[config.mk]
export PLATFORM = sky130hd
export DESIGN_NAME = camera_pixel_binarizer_flat
export DESIGN_NICKNAME = d
export VERILOG_FILES = /design/src/rtl/camera_pixel_binarizer_if.sv /design/src/rtl/camera_pixel_binarizer.sv /design/src/flat_wrapper.sv
export SDC_FILE = /design/constraint.sdc
export NUM_CORES = 1
export LEC_CHECK = 0
export BUFFER_PORTS_ARGS = -buffer_cell sky130_fd_sc_hd__buf_4
export CAP_MARGIN = 20
export CORE_MARGIN = 2
export CORE_UTILIZATION = 50
export DETAILED_ROUTE_END_ITERATION = 16
export GPL_TIMING_DRIVEN = 0
export PLACE_DENSITY = 0.63
export SLEW_MARGIN = 10
export SYNTH_ARGS = -nofsm -noshare
export SYNTH_HDL_FRONTEND = slang
export SYNTH_SLANG_ARGS = --single-unit
export TNS_END_PERCENT = 5
[constraint.sdc]
create_clock -name pclk_in -period 10.75 [get_ports pclk_in]
set_clock_uncertainty 0.1 [all_clocks]
set_input_delay 1.6125 -clock pclk_in [delete_from_list [all_inputs] [get_ports pclk_in]]
set_output_delay 1.6125 -clock pclk_in [all_outputs]
set_load 0.05 [all_outputs]
[src/rtl/camera_pixel_binarizer_if.sv]
// Pixel stream from the camera reader and the BRAM write port it turns into.
// master drives pixels and observes writes; slave is the binarizer.
interface camera_pixel_binarizer_if #(
  parameter int unsigned ADDR_W = 17
) ();
  logic [15:0]       pixel_in;
  logic              pixel_valid_in;
  logic              frame_done_in;
  logic [ADDR_W-1:0] wr_addr_out;
  logic [11:0]       wr_data_out;
  logic              wr_en_out;

  modport master (
    output pixel_in, pixel_valid_in, frame_done_in,
    input  wr_addr_out, wr_data_out, wr_en_out
  );

  modport slave (
    input  pixel_in, pixel_valid_in, frame_done_in,
    output wr_addr_out, wr_data_out, wr_en_out
  );
endinterface

[src/rtl/camera_pixel_binarizer.sv]
// Frame-latched colour filter, BRAM address generator and downsampled binary grid
// (one packed row per DS-line band, strict-majority dark cells).
module camera_pixel_binarizer #(
  parameter int unsigned H_PIX  = 320,
  parameter int unsigned V_PIX  = 240,
  parameter int unsigned DS     = 8,
  parameter int unsigned ADDR_W = 17,
  localparam int unsigned GW    = H_PIX / DS,
  localparam int unsigned GH    = V_PIX / DS,
  localparam int unsigned RW    = $clog2(GH),
  localparam int unsigned CW    = $clog2(DS * DS + 1),
  localparam int unsigned XW    = $clog2(H_PIX),
  localparam int unsigned YW    = $clog2(V_PIX)
) (
  input  logic                    pclk_in,
  input  logic                    reset,
  camera_pixel_binarizer_if.slave pix_if,
  input  logic [2:0]              mode_in,
  input  logic [3:0]              thresh_in,
  output logic [GW-1:0]           row_bits_out,
  output logic [RW-1:0]           row_idx_out,
  output logic                    row_valid_out,
  output logic                    grid_done_out,
  output logic                    frame_short_out,
  output logic                    overflow_out
);

  logic              in_rst_q;
  logic [2:0]        mode_q, mode_d, mode_san, mode_eff;
  logic [XW-1:0]     x_q, x_d;
  logic [YW-1:0]     y_q, y_d;
  logic [ADDR_W-1:0] addr_q, addr_d, wr_addr_q, wr_addr_d;
  logic              full_q, full_d, ovf_q, ovf_d;
  logic [11:0]       prev_q, prev_d, wr_data_q, wr_data_d, proc;
  logic [CW-1:0]     cnt_q [GW];
  logic [CW-1:0]     cnt_d [GW];
  logic [CW-1:0]     cnt_acc [GW];
  logic [GW-1:0]     sum_gt, row_bits_q, row_bits_d;
  logic [RW-1:0]     row_idx_q, row_idx_d;
  logic              wr_en_q, wr_en_d, row_valid_q, row_valid_d;
  logic              grid_done_q, grid_done_d, short_q, short_d;
  logic [3:0]        r, g, b;
  logic [4:0]        luma;
  logic              dark, accept, x_last, y_last, band_end;
  logic [31:0]       sum;
  logic              unused_pixel_bits;

  function automatic logic [3:0] abs_diff(input logic [3:0] a, input logic [3:0] c);
    return (a >= c) ? a - c : c - a;
  endfunction

  assign unused_pixel_bits = ^{pix_if.pixel_in[11], pix_if.pixel_in[6:5], pix_if.pixel_in[0]};

  always_comb begin
    r        = pix_if.pixel_in[15:12];
    g        = pix_if.pixel_in[10:7];
    b        = pix_if.pixel_in[4:1];
    mode_san = (mode_in > 3'd5) ? 3'd0 : mode_in;
    // The first cycle out of reset uses the freshly sampled mode directly.
    mode_eff = in_rst_q ? mode_san : mode_q;
    luma     = 5'(r[3:2]) + 5'(g[3:1]) + 5'(b[3:2]);
    dark     = luma <= 5'(thresh_in);
    case (mode_eff)
      3'd1:    proc = {abs_diff(r, prev_q[11:8]), abs_diff(g, prev_q[7:4]),
                       abs_diff(b, prev_q[3:0])};
      3'd2:    proc = (r > 4'd8 && g < 4'd8 && b < 4'd8) ? 12'hF00 : 12'h000;
      3'd3:    proc = (g > 4'd8 && r < 4'd8 && b < 4'd8) ? 12'h0F0 : 12'h000;
      3'd4:    proc = (b > 4'd8 && r < 4'd8 && g < 4'd8) ? 12'h00F : 12'h000;
      3'd5:    proc = (luma > 5'(thresh_in)) ? 12'hFFF : 12'h000;
      default: proc = {r, g, b};
    endcase
  end

  always_comb begin
    accept   = pix_if.pixel_valid_in && !pix_if.frame_done_in && !full_q;
    x_last   = x_q == XW'(H_PIX - 1);
    y_last   = y_q == YW'(V_PIX - 1);
    band_end = x_last && ((32'(y_q) % DS) == DS - 1);
    sum      = '0;
    // Row bits include the closing pixel, so evaluate counts with it added.
    for (int unsigned c = 0; c < GW; c++) begin
      sum        = 32'(cnt_q[c]) + (((32'(x_q) / DS) == c) ? 32'(dark) : 32'd0);
      cnt_acc[c] = CW'(sum);
      sum_gt[c]  = sum > (DS * DS) / 2;
    end

    mode_d      = mode_eff;
    x_d         = x_q;
    y_d         = y_q;
    addr_d      = addr_q;
    full_d      = full_q;
    ovf_d       = ovf_q;
    prev_d      = prev_q;
    cnt_d       = cnt_q;
    wr_en_d     = 1'b0;
    wr_addr_d   = wr_addr_q;
    wr_data_d   = wr_data_q;
    row_bits_d  = row_bits_q;
    row_idx_d   = row_idx_q;
    row_valid_d = 1'b0;
    grid_done_d = 1'b0;
    short_d     = 1'b0;

    if (pix_if.frame_done_in) begin
      mode_d  = mode_san;
      short_d = (x_q != '0 || y_q != '0) && !full_q;
      x_d     = '0;
      y_d     = '0;
      addr_d  = '0;
      full_d  = 1'b0;
      ovf_d   = 1'b0;
      prev_d  = '0;
      for (int unsigned c = 0; c < GW; c++) cnt_d[c] = '0;
    end else if (pix_if.pixel_valid_in && full_q) begin
      ovf_d = 1'b1;
    end else if (accept) begin
      wr_en_d   = 1'b1;
      wr_addr_d = addr_q;
      wr_data_d = proc;
      addr_d    = addr_q + ADDR_W'(1);
      prev_d    = {r, g, b};
      cnt_d     = cnt_acc;
      if (x_last) begin
        x_d = '0;
        if (y_last) begin
          y_d    = '0;
          full_d = 1'b1;
        end else begin
          y_d = y_q + YW'(1);
        end
      end else begin
        x_d = x_q + XW'(1);
      end
      if (band_end) begin
        row_valid_d = 1'b1;
        row_bits_d  = sum_gt;
        row_idx_d   = RW'(32'(y_q) / DS);
        grid_done_d = (32'(y_q) / DS) == GH - 1;
        for (int unsigned c = 0; c < GW; c++) cnt_d[c] = '0;
      end
    end
  end

  always_ff @(posedge pclk_in) begin
    if (reset) begin
      in_rst_q    <= 1'b1;
      mode_q      <= '0;
      x_q         <= '0;
      y_q         <= '0;
      addr_q      <= '0;
      full_q      <= 1'b0;
      ovf_q       <= 1'b0;
      prev_q      <= '0;
      for (int unsigned c = 0; c < GW; c++) cnt_q[c] <= '0;
      wr_en_q     <= 1'b0;
      wr_addr_q   <= '0;
      wr_data_q   <= '0;
      row_bits_q  <= '0;
      row_idx_q   <= '0;
      row_valid_q <= 1'b0;
      grid_done_q <= 1'b0;
      short_q     <= 1'b0;
    end else begin
      in_rst_q    <= 1'b0;
      mode_q      <= mode_d;
      x_q         <= x_d;
      y_q         <= y_d;
      addr_q      <= addr_d;
      full_q      <= full_d;
      ovf_q       <= ovf_d;
      prev_q      <= prev_d;
      cnt_q       <= cnt_d;
      wr_en_q     <= wr_en_d;
      wr_addr_q   <= wr_addr_d;
      wr_data_q   <= wr_data_d;
      row_bits_q  <= row_bits_d;
      row_idx_q   <= row_idx_d;
      row_valid_q <= row_valid_d;
      grid_done_q <= grid_done_d;
      short_q     <= short_d;
    end
  end

  assign pix_if.wr_en_out   = wr_en_q;
  assign pix_if.wr_addr_out = wr_addr_q;
  assign pix_if.wr_data_out = wr_data_q;
  assign row_bits_out       = row_bits_q;
  assign row_idx_out        = row_idx_q;
  assign row_valid_out      = row_valid_q;
  assign grid_done_out      = grid_done_q;
  assign frame_short_out    = short_q;
  assign overflow_out       = ovf_q;

endmodule

[src/flat_wrapper.sv]
// flat-port wrapper written by rule: the top's interface ports become plain ports
module camera_pixel_binarizer_flat 
#(
  parameter int unsigned H_PIX  = 320,
  parameter int unsigned V_PIX  = 240,
  parameter int unsigned DS     = 8,
  parameter int unsigned ADDR_W = 17,
  localparam int unsigned GW    = H_PIX / DS,
  localparam int unsigned GH    = V_PIX / DS,
  localparam int unsigned RW    = $clog2(GH),
  localparam int unsigned CW    = $clog2(DS * DS + 1),
  localparam int unsigned XW    = $clog2(H_PIX),
  localparam int unsigned YW    = $clog2(V_PIX)
)
  (pclk_in, reset, mode_in, thresh_in, row_bits_out, row_idx_out, row_valid_out, grid_done_out, frame_short_out, overflow_out, pix_if_pixel_in, pix_if_pixel_valid_in, pix_if_frame_done_in, pix_if_wr_addr_out, pix_if_wr_data_out, pix_if_wr_en_out);
  camera_pixel_binarizer_if #(.ADDR_W(ADDR_W)) pix_if_i ();
  input  logic pclk_in;
  input  logic reset;
  input  logic [2:0] mode_in;
  input  logic [3:0] thresh_in;
  output logic [GW-1:0] row_bits_out;
  output logic [RW-1:0] row_idx_out;
  output logic row_valid_out;
  output logic grid_done_out;
  output logic frame_short_out;
  output logic overflow_out;
  input wire logic [$bits(pix_if_i.pixel_in)-1:0] pix_if_pixel_in;
  input wire logic [$bits(pix_if_i.pixel_valid_in)-1:0] pix_if_pixel_valid_in;
  input wire logic [$bits(pix_if_i.frame_done_in)-1:0] pix_if_frame_done_in;
  output wire logic [$bits(pix_if_i.wr_addr_out)-1:0] pix_if_wr_addr_out;
  output wire logic [$bits(pix_if_i.wr_data_out)-1:0] pix_if_wr_data_out;
  output wire logic [$bits(pix_if_i.wr_en_out)-1:0] pix_if_wr_en_out;
  assign pix_if_i.pixel_in = pix_if_pixel_in;
  assign pix_if_i.pixel_valid_in = pix_if_pixel_valid_in;
  assign pix_if_i.frame_done_in = pix_if_frame_done_in;
  assign pix_if_wr_addr_out = pix_if_i.wr_addr_out;
  assign pix_if_wr_data_out = pix_if_i.wr_data_out;
  assign pix_if_wr_en_out = pix_if_i.wr_en_out;
  camera_pixel_binarizer #(.H_PIX(H_PIX), .V_PIX(V_PIX), .DS(DS), .ADDR_W(ADDR_W)) u_core (.pclk_in(pclk_in), .reset(reset), .pix_if(pix_if_i), .mode_in(mode_in), .thresh_in(thresh_in), .row_bits_out(row_bits_out), .row_idx_out(row_idx_out), .row_valid_out(row_valid_out), .grid_done_out(grid_done_out), .frame_short_out(frame_short_out), .overflow_out(overflow_out));
endmodule
==> impl_metrics.ini <==
[drt]
antenna_left = 0
vias = 23700
dr.pass1.iters = 6
drt_iter0_markers = 2111
wire_per_inst_um = 20.3
routed_via_density = 6.22
drc = 0
wirelength_mm = 77.1

[synthesis]
synthArstFlopShare_pct = 0
ys_warn_count = 0
synth.distinct_cells = 66
synth_common_cells = dfxtp_1 (410), nand2_1 (402), a21oi_1 (386), o21ai_0 (239), nor2_1 (213)
syn_inst = 3019
post-synth-top-area-cell = dfxtp_1
synth.area.top_cells = dfxtp_1 (35%), a21oi_1 (8.3%), nand2_1 (6.5%)
ys_ff_latch = 410
synth-main-ff-cell = dfxtp_1
syn_avg_cell_area_um2 = 7.68
synth_edf_count = 0
ys_seq_area_share_pct = 35.4
yosysMostFrequentCell = dfxtp_1
synth_top_area_share_pct = 35.4
syn_area_um2 = 23200
synth_fp_nets = 3169

[clocking]
clockRootBuffer = clkbuf_16
cts_tree = yes
numCtsBuffers = 48
cts.path.max_buffers = 3
htreeDepth = 2
cts_sinks = 410
clkTransAtPathRegs_ns = 0.06
cts_hold_buf = 0
cts_setup_buffers = 0
post_cts_resized = 0
insertion_delay_ns = 0.59

[power_and_ir_drop]
p_sw_w = 0.000851
p_leak_nw = 9.14
p_int_w = 0.00255
power_frac_seq_pct = 45.0
vdd_drop_max_v = 0.000121
sw_frac_of_total_pct = 25.0
powerDensity_nw_per_um2 = 130
pwr-share-comb_pct = 6.8
clkPwrFrac_pct = 48.2

[floorplan]
dieArea_um2 = 48100
io_pins = 106
start_util_pct = 50.9
core.rowCount = 78
core_um2 = 45600
die_h_um = 219
die_w_um = 219

[place]
hpwl_mm = 53.5
place_inst = 3720
port_buffers = 100
dpl_cell_area_um2 = 24700
gp_congestion = 0.904

[critical_path]
cp_max_fo = 7
crit_chain = buf_4 -> ha_1 -> fa_1 -> ha_1 -> a21oi_1 -> nor2_1 -> o32ai_1 -> ha_1 -> a2111oi_0 -> o22ai_1 -> or3_1 -> buf_2 -> nor4_1 -> ha_1 -> ha_1 -> and3_1 -> and3_1 -> o21ai_0 -> nand2_1 -> a21oi_1
critPathBufInv = 2
cp_data_required_time_ns = 11.08
endpoint_kind = register
worst_setup_path_start_kind = input pin
max_stage_delay_ns = 1.05
critPathKind = input pin to register
crit_slowest_cell = nor4_1
crit_family = simple AND/OR/NAND/NOR gates
crit_top_cell = ha_1
critPathArrivalTime_ns = 7.52

[finish]
area_growth_pct = 13.2
finalNonFillerCells = 3804
fill_cells = 4235
n_antenna_cell = 0
final_nets = 3320
drive_above_1_share_pct = 7.49
final_area_um2 = 26200

[global_route]
globalRouteMet3Util_pct = 4.24
grt_pass1_vias = 21400
grt_max_degree = 14
top_usage_layer = met2
grt-ovfl-total = 0
use_met2_pct = 51.1
antenna_found_initial = 1
grt_pass1_wl_mm = 118
grt.met1_usage_pct = 41.2
groute.usage.overall_pct = 31.1

[sta]
fin_tns_setup_ns = 0
max_freq_mhz = 139
rsz0062_at_grt = no
tightest_slew_ns = 1.30
setup_viol_count_final = 0
min_period_ns = 7.19
drv_slew = 0
hold_violations = 0
post-route-period-util_pct = 66.9
slew_headroom_pct = 12.3

[worst_hold_path]
hp-class = register to register

[job]
maxCapViolCount = 0

[status]
status = finished clean
flip-flops by register name (all words and copies together) (netlist names):
name and cells:
u_core.cnt_q 280, u_core.row_bits_out 40, u_core.addr_q 17, u_core.pix_if.wr_addr_out 17, u_core.pix_if.wr_data_out 12, u_core.prev_q 12
u_core.x_q 9, u_core.y_q 8, u_core.row_idx_out 5, u_core.mode_q 3, u_core.frame_short_out 1, u_core.full_q 1
u_core.grid_done_out 1, u_core.in_rst_q 1, u_core.overflow_out 1, u_core.pix_if.wr_en_out 1, u_core.row_valid_out 1
metrics by stage:
step	hold WS, ns	utilization (%)	power [W]	setup slack, ns
after floorplan	0.336	-	0.00169	4.69
after global placement	0.342	54.1	0.00179	3.31
after detailed placement	0.349	54.2	0.00179	3.20
after CTS	0.358	57.6	0.00342	3.79
after global routing	0.372	57.6	0.00349	3.38
final	0.355	57.6	0.00340	3.56
worst reg2reg max path, delay by kind of cell (launching register included):
family	cells	cell delay (ns)
buf+inv	1	0.17
simple gates	5	1.99
flops	1	0.38
compound gates	2	0.15
fa+ha+maj	2	0.64
layout make-up:
| type | count | area [um^2] | share of cell area (%) |
|---|---|---|---|
| repair buffers | 101 | 766 | 2.92 |
| plain buffers | 207 | 882 | 3.36 |
| well taps | 600 | 751 | 2.86 |
| clock buffers | 76 | 1450 | 5.52 |
| inverters | 42 | 158 | 0.601 |
| clock inverters | 8 | 97.6 | 0.372 |
| flip-flops and latches | 410 | 8210 | 31.3 |
| multi-input cells | 2360 | 13900 | 53.1 |
path summary, 6_finish.rpt:
check / start / endpoint / slack [ns] / cells after the start
min reg2reg: u_core.pix_if.wr_addr_out[14] / u_core.pix_if.wr_addr_out[14] / 0.35 / 2
min: u_core.pix_if.wr_addr_out[14] / u_core.pix_if.wr_addr_out[14] / 0.35 / 2
max: pix_if_pixel_in[8] / u_core.cnt_q[223] / 3.56 / 20
max reg2reg: u_core.x_q[7] / u_core.cnt_q[223] / 7.15 / 10
cell usage in the layout (no fill, tap or decap), types with 55 or more instances in the layout:
cell type	synthesis	layout
a21oi_1	386	386
a31oi_1	80	80
and3_1	61	61
buf_4	8	108
clkbuf_1	142	157
dfxtp_1	410	410
ha_1	115	115
nand2_1	402	402
nand3_1	144	144
nand3b_1	86	86
nor2_1	213	213
nor3_1	165	165
o21ai_0	239	239
xnor2_1	55	55
power groups by stage:
stage	logic [W]	clock network (W)	registers, W
after global routing	0.000247	0.00171	0.00153
after detailed placement	0.000229	0	0.00156
after CTS	0.000229	0.00166	0.00153
after floorplan	0.000122	0	0.00157
final	0.000232	0.00164	0.00153
after global placement	0.000225	0	0.00156
kinds of logic after synthesis:
family,after synthesis,synth area share (%)
flip-flops,410,35.4
multiplexers,10,0.443
XOR/XNOR,77,2.91
buffers and inverters,249,4.49
AND/OR/NAND/NOR,1245,26.5
adder cells (fa/ha/maj),123,6.90
AO/OA/AOI/OAI,905,23.3
routing by layer:
| layer | part of all wire [%] | wire length, um | up-vias |
|---|---|---|---|
| met3 | 7.4 | 5690 | 184 |
| met5 | 0 | 0 | - |
| met4 | 3.8 | 2930 | 0 |
| met1 | 43 | 33500 | 11200 |
| met2 | 45 | 35000 | 882 |
| li1 | - | - | 11300 |
Power figures use the tool's default switching activity.
